### src/rtl/mips_mem_pkg.sv
// Shared types and default constants for the simpleMIPS unified memory port.
package mips_mem_pkg;

    typedef enum logic {
        OWN_IF = 1'b0,
        OWN_D  = 1'b1
    } owner_t;

    typedef enum logic {
        ARB_IDLE = 1'b0,
        ARB_WAIT = 1'b1
    } arb_state_t;

    localparam int unsigned MEM_LAT_DEFAULT    = 1;
    localparam int unsigned STARVE_MAX_DEFAULT = 4;

endpackage

### src/rtl/arb_prio_sel.sv
// Combinational winner select: data first unless fetch has been starved to the limit.
module arb_prio_sel
    import mips_mem_pkg::*;
(
    input  logic   slot_open_i,
    input  logic   if_req_i,
    input  logic   d_req_i,
    input  logic   starve_full_i,
    output logic   grant_o,
    output owner_t win_o
);

    always_comb begin
        grant_o = 1'b0;
        win_o   = OWN_D;
        if (slot_open_i) begin
            if (if_req_i && (!d_req_i || starve_full_i)) begin
                grant_o = 1'b1;
                win_o   = OWN_IF;
            end else if (d_req_i) begin
                grant_o = 1'b1;
                win_o   = OWN_D;
            end
        end
    end

endmodule

### src/rtl/mem_port_arbiter.sv
// Single-port memory arbiter between instruction fetch and the MEM stage.
module mem_port_arbiter
    import mips_mem_pkg::*;
#(
    parameter int unsigned AW         = 32,
    parameter int unsigned DW         = 32,
    parameter int unsigned MEM_LAT    = MEM_LAT_DEFAULT,
    parameter int unsigned STARVE_MAX = STARVE_MAX_DEFAULT
) (
    input  logic            clk,
    input  logic            rst,
    input  logic            if_req,
    input  logic [AW-1:0]   if_addr,
    output logic            if_gnt,
    output logic            if_rvalid,
    output logic [DW-1:0]   if_rdata,
    input  logic            d_req,
    input  logic            d_we,
    input  logic [DW/8-1:0] d_be,
    input  logic [AW-1:0]   d_addr,
    input  logic [DW-1:0]   d_wdata,
    output logic            d_gnt,
    output logic            d_rvalid,
    output logic [DW-1:0]   d_rdata,
    output logic            mem_en,
    output logic            mem_we,
    output logic [DW/8-1:0] mem_be,
    output logic [AW-1:0]   mem_addr,
    output logic [DW-1:0]   mem_wdata,
    input  logic [DW-1:0]   mem_rdata
);

    localparam logic [1:0] LAT_RELOAD = 2'(MEM_LAT - 1);
    localparam logic [3:0] STARVE_LIM = 4'(STARVE_MAX);

    arb_state_t state_q, state_d;
    owner_t     owner_q, owner_d;
    logic [1:0] lat_cnt_q, lat_cnt_d;
    logic [3:0] starve_q, starve_d;
    logic       owner_we_q, owner_we_d;

    logic   slot_open;
    logic   rsp;
    logic   grant;
    owner_t win;

    always_comb begin
        rsp       = (state_q == ARB_WAIT) && (lat_cnt_q == '0);
        // Grants are suppressed while reset is held, since req/gnt is a combinational path.
        slot_open = rst && ((state_q == ARB_IDLE) || (lat_cnt_q == '0));
    end

    arb_prio_sel u_prio_sel (
        .slot_open_i   (slot_open),
        .if_req_i      (if_req),
        .d_req_i       (d_req),
        .starve_full_i (starve_q == STARVE_LIM),
        .grant_o       (grant),
        .win_o         (win)
    );

    always_comb begin
        if_gnt    = grant && (win == OWN_IF);
        d_gnt     = grant && (win == OWN_D);
        mem_en    = 1'b0;
        mem_we    = 1'b0;
        mem_be    = '0;
        mem_addr  = '0;
        mem_wdata = '0;
        if (if_gnt) begin
            mem_en   = 1'b1;
            mem_be   = '1;
            mem_addr = if_addr;
        end else if (d_gnt) begin
            mem_en    = 1'b1;
            mem_we    = d_we;
            mem_be    = d_be;
            mem_addr  = d_addr;
            mem_wdata = d_wdata;
        end

        if_rvalid = rsp && (owner_q == OWN_IF);
        d_rvalid  = rsp && (owner_q == OWN_D);
        if_rdata  = if_rvalid ? mem_rdata : '0;
        d_rdata   = (d_rvalid && !owner_we_q) ? mem_rdata : '0;
    end

    always_comb begin
        state_d    = state_q;
        owner_d    = owner_q;
        lat_cnt_d  = lat_cnt_q;
        starve_d   = starve_q;
        owner_we_d = owner_we_q;

        // A grant in the response cycle overlaps the new issue with the old return.
        if (grant) begin
            state_d    = ARB_WAIT;
            lat_cnt_d  = LAT_RELOAD;
            owner_d    = win;
            owner_we_d = d_gnt && d_we;
        end else if ((state_q == ARB_WAIT) && (lat_cnt_q != '0)) begin
            lat_cnt_d = lat_cnt_q - 2'd1;
        end else if (rsp) begin
            state_d = ARB_IDLE;
        end

        if (if_gnt) begin
            starve_d = '0;
        end else if (d_gnt && if_req && (starve_q != STARVE_LIM)) begin
            starve_d = starve_q + 4'd1;
        end
    end

    always_ff @(posedge clk or negedge rst) begin
        if (!rst) begin
            state_q    <= ARB_IDLE;
            owner_q    <= OWN_IF;
            lat_cnt_q  <= '0;
            starve_q   <= '0;
            owner_we_q <= 1'b0;
        end else begin
            state_q    <= state_d;
            owner_q    <= owner_d;
            lat_cnt_q  <= lat_cnt_d;
            starve_q   <= starve_d;
            owner_we_q <= owner_we_d;
        end
    end

endmodule
### config.mk
export PLATFORM = sky130hd
export DESIGN_NAME = mem_port_arbiter
export DESIGN_NICKNAME = d
export VERILOG_FILES = /design/src/rtl/mips_mem_pkg.sv /design/src/rtl/arb_prio_sel.sv /design/src/rtl/mem_port_arbiter.sv
export SDC_FILE = /design/constraint.sdc
export NUM_CORES = 1
export LEC_CHECK = 0
export ABC_AREA = 0
export CAP_MARGIN = 0
export CORE_ASPECT_RATIO = 0.7
export CORE_MARGIN = 8
export CORE_UTILIZATION = 28
export CTS_CLUSTER_DIAMETER = 50
export DETAILED_ROUTE_END_ITERATION = 6
export PLACE_DENSITY_LB_ADDON = 0.2
export SLEW_MARGIN = 20
export SYNTH_ARGS = -nofsm -noshare
export SYNTH_HDL_FRONTEND = slang
export SYNTH_SLANG_ARGS = --single-unit
### constraint.sdc
create_clock -name clk -period 3.7 [get_ports clk]
set_clock_uncertainty 0.1 [all_clocks]
set_input_delay 1.11 -clock clk [delete_from_list [all_inputs] [get_ports clk]]
set_output_delay 1.11 -clock clk [all_outputs]
set_load 0.005 [all_outputs]
==> results.md <==
- Status: complete, no violations
- Critical path class: primary input to output pin
- Fmax: 278 MHz
- CTS sink count: 9
- CP Data Arrival Time: 2.39 ns
- TNS Setup: 0 ns
- Crit Reg-Reg Endpoint: owner_we_q
- Final worst-path setup slack: 0.105 ns
- Die area: 10,700 µm²
- Worst-margin pin slew: 0.777 ns
- Cts-stage hold buffer count: 0
- Port buffer count: 274
- H-tree depth: 1
- Final-stage net count: 731
- Core area: 7320 µm²
- Layout area overhead: 152%
- Fillcell total: 596
- Power per cell area: 326 nW/µm²
- Sequential cell area fraction in the yosys report: 10.6%
- Routed wire length: 12,800 µm
- Clock Path Buffers: 2
- GRT overflow: 0
- Static leakage: 0.00254 µW
- 1st-iter DRT viols: 96
- HP Class: register to register
- Tcrit/Tclk final: 97.2%
- Initial Utilization: 29.1%
- Global-route wire length before repair: 18,900 µm
- Ys Warns: 0
- Hold EP: lat_cnt_q[0]
- Post-DR vias/cell: 4.85
- First drt pass iteration count: 4
- CP max FO: 8
- Maxcap violations: 0
- Dpl hpwl: 9620 µm
- Antenna violations before repair: 0
- Die Height: 89.0 µm
- Synth Instances: 298
- Total GRT Usage: 22.1%
- Clock latency reported for the late side of the worst-skew pair: 0.24 ns
- Placer Congestion: 0.756
- N_diodes: 0
- Antenna-violating nets left: 0
- Final Hold Viols: 0
- Worst Setup End Kind: output pin
- Final setup viols: 0
- Slew HR: 48.2%
- DIE WIDTH: 120 µm
- Crit path launch: if_req
- Drt wl/cell: 18.7 µm
- Drc violations: 0
- Worst Min Path Start: lat_cnt_q[0]
- Post-synthesis cell type count: 35
- Fin. max-slew vios: 0
- Post-Syn Nets: 438
- TritonCTS clock tree: yes
- Share of cells above drive strength 1: 21.7%
- Largest net degree at the start of global routing: 37
- Number of global-route vias before repair: 3,450
- Tmin final: 3.60 ns
- Pre-CTS WS: -0.490 ns
- Clock root buffer: clkbuf_8
- Hold depth: 1
- Worst VDD drop: 0.193 mV
- Critical Path Start Type: primary input
- Via count: 3,339
- Reg2reg setup slack: 1.90 ns
- Clock transition at path regs: 0.04 ns
- CTS Buf Count: 3
- Worst EP required: 2.49 ns
- Critical R2R Launch: lat_cnt_q[0]
- #FFs+latches synth: 9
- Cells on worst reg2reg path: 7
- Average size of a mapped cell: 7.15 µm²
- I/O Pins: 275
- FP Rows: 26
- Post-Syn Area: 2130 µm²
-- synth_stat cells --
master | count | area (µm²)
nand4b_1 | 1 | 8.76
nand3_1 | 35 | 175
mux2i_1 | 1 | 10.0
o21ai_2 | 30 | 263
a211oi_1 | 1 | 7.51
nand2_1 | 6 | 22.5
and2_1 | 35 | 219
nor2_1 | 5 | 18.8
nand3b_1 | 1 | 7.51
buf_6 | 7 | 78.8
o2bb2ai_1 | 2 | 17.5
clkbuf_2 | 1 | 5.00
a21oi_2 | 30 | 263
and2b_1 | 1 | 7.51
o21ai_0 | 4 | 20.0
nor2b_1 | 2 | 12.5
a21oi_1 | 7 | 35.0
nand2b_1 | 2 | 12.5
nor3_1 | 2 | 10.0
o311ai_0 | 1 | 8.76
dfrtp_1 | 9 | 225
inv_1 | 9 | 33.8
nand2_2 | 1 | 6.26
buf_2 | 9 | 45.0
clkbuf_4 | 3 | 22.5
o32ai_2 | 1 | 16.3
clkbuf_1 | 15 | 56.3
nor2_8 | 1 | 20.0
o22ai_1 | 2 | 12.5
and4b_1 | 1 | 10.0
o211ai_1 | 1 | 7.51
buf_4 | 1 | 7.51
and3_1 | 67 | 419
o21bai_1 | 1 | 7.51
ha_1 | 3 | 37.5
-- layout by cell type, fill, tap and decap left out, types with 3 or more instances in the layout --
master             n
a21oi_1            7
a21oi_2           30
and2_1            35
and3_1            67
buf_12             7
buf_4             30
buf_6              3
clkbuf_8           3
clkdlybuf4s15_1    6
clkdlybuf4s15_2    5
clkdlybuf4s50_1  200
dfrtp_1            9
dlygate4sd2_1     60
ha_1               3
inv_1              7
nand2_1            6
nand3_1           35
nor2_1             3
nor2_4             4
o21ai_0            4
o21ai_2           30
-- layer usage --
| layer | track usage [%] | part of all wire [%] | vias to the layer above | wire length, µm |
|---|---|---|---|---|
| met2 | 43.2 | 53 | 141 | 6780 |
| met5 | 0 | 0 | - | 0 |
| met1 | 22.2 | 36 | 1532 | 4690 |
| met4 | 4.29 | 1.0 | 0 | 134 |
| met3 | 8.45 | 9.7 | 11 | 1240 |
| li1 | - | - | 1655 | - |
-- state kept, by name, summed over array words and instances, names as in the netlist --
signal,count
starve_q,4
state_q,1
lat_cnt_q,2
owner_q,1
owner_we_q,1
-- timing repair --
| action | 4_1_cts | 5_1_grt |
|---|---|---|
| endpoints found under the setup margin | 72 | 23 |
| gates resized for setup | 105 | 7 |
| pin swaps | 4 | 1 |
| buffers inserted | 11 | 3 |
| cloned | 9 | 1 |
-- through the flow --
step	cells	util (%)	total power, µW	hold slack, ns	area (µm²)
2_1_floorplan	298	-	767	0.351	2130
4_1_cts	684	72.7	1750	0.381	5320
3_5_place_dp	660	68.7	1570	0.375	5030
5_1_grt	688	73.3	1880	0.396	5360
6_report	688	73.3	1750	0.375	5360
3_3_place_gp	660	68.7	1550	0.363	5030
-- how the worst max path moves through the flow --
| stage | cells past startpoint | slack (ns) | to |
|---|---|---|---|
| after floorplan | 5 | 0.57 | mem_addr[10] |
| after global placement | 6 | -0.44 | mem_addr[0] |
| after detailed placement | 6 | -0.49 | mem_wdata[18] |
| after CTS | 8 | 0.0004 | mem_addr[23] |
| after global routing | 6 | -0.002 | mem_wdata[24] |
| final | 8 | 0.10 | mem_addr[22] |
-- worst max-delay path, cell delays in order --
cell and delay [ns]:
clkbuf_2 0.10, and4b_4 0.33, buf_4 0.15, buf_12 0.09, buf_16 0.12, o21ai_2 0.07
a21oi_2 0.13, dlygate4sd2_1 0.26
-- power breakdown --
part | internal (µW) | total (µW) | switching [µW]
Combinational | 825 | 1460 | 639
Clock | 75.3 | 117 | 41.8
Sequential | 139 | 167 | 27.5
-- final cells by class --
class	count	area [µm²]	share of cell area (%)
flip-flops and latches	9	225	4.20
well taps	98	123	2.29
multi-input cells	247	1700	31.7
clock buffers	4	45.0	0.840
inverters	9	37.5	0.700
repair buffers	321	3230	60.2
-- logic make-up (layout without fill, tap and decap cells) --
| group | Yosys count | count (layout) | share of synthesized area (%) |
|---|---|---|---|
| AND/OR/NAND/NOR | 160 | 163 | 44.6 |
| AO/OA/AOI/OAI | 80 | 80 | 30.9 |
| buffers and inverters | 45 | 334 | 11.7 |
| flip-flops | 9 | 9 | 10.6 |
| adder cells (fa/ha/maj) | 3 | 3 | 1.76 |
| multiplexers | 1 | 1 | 0.470 |
No activity file was read; power rests on OpenSTA's default activity.
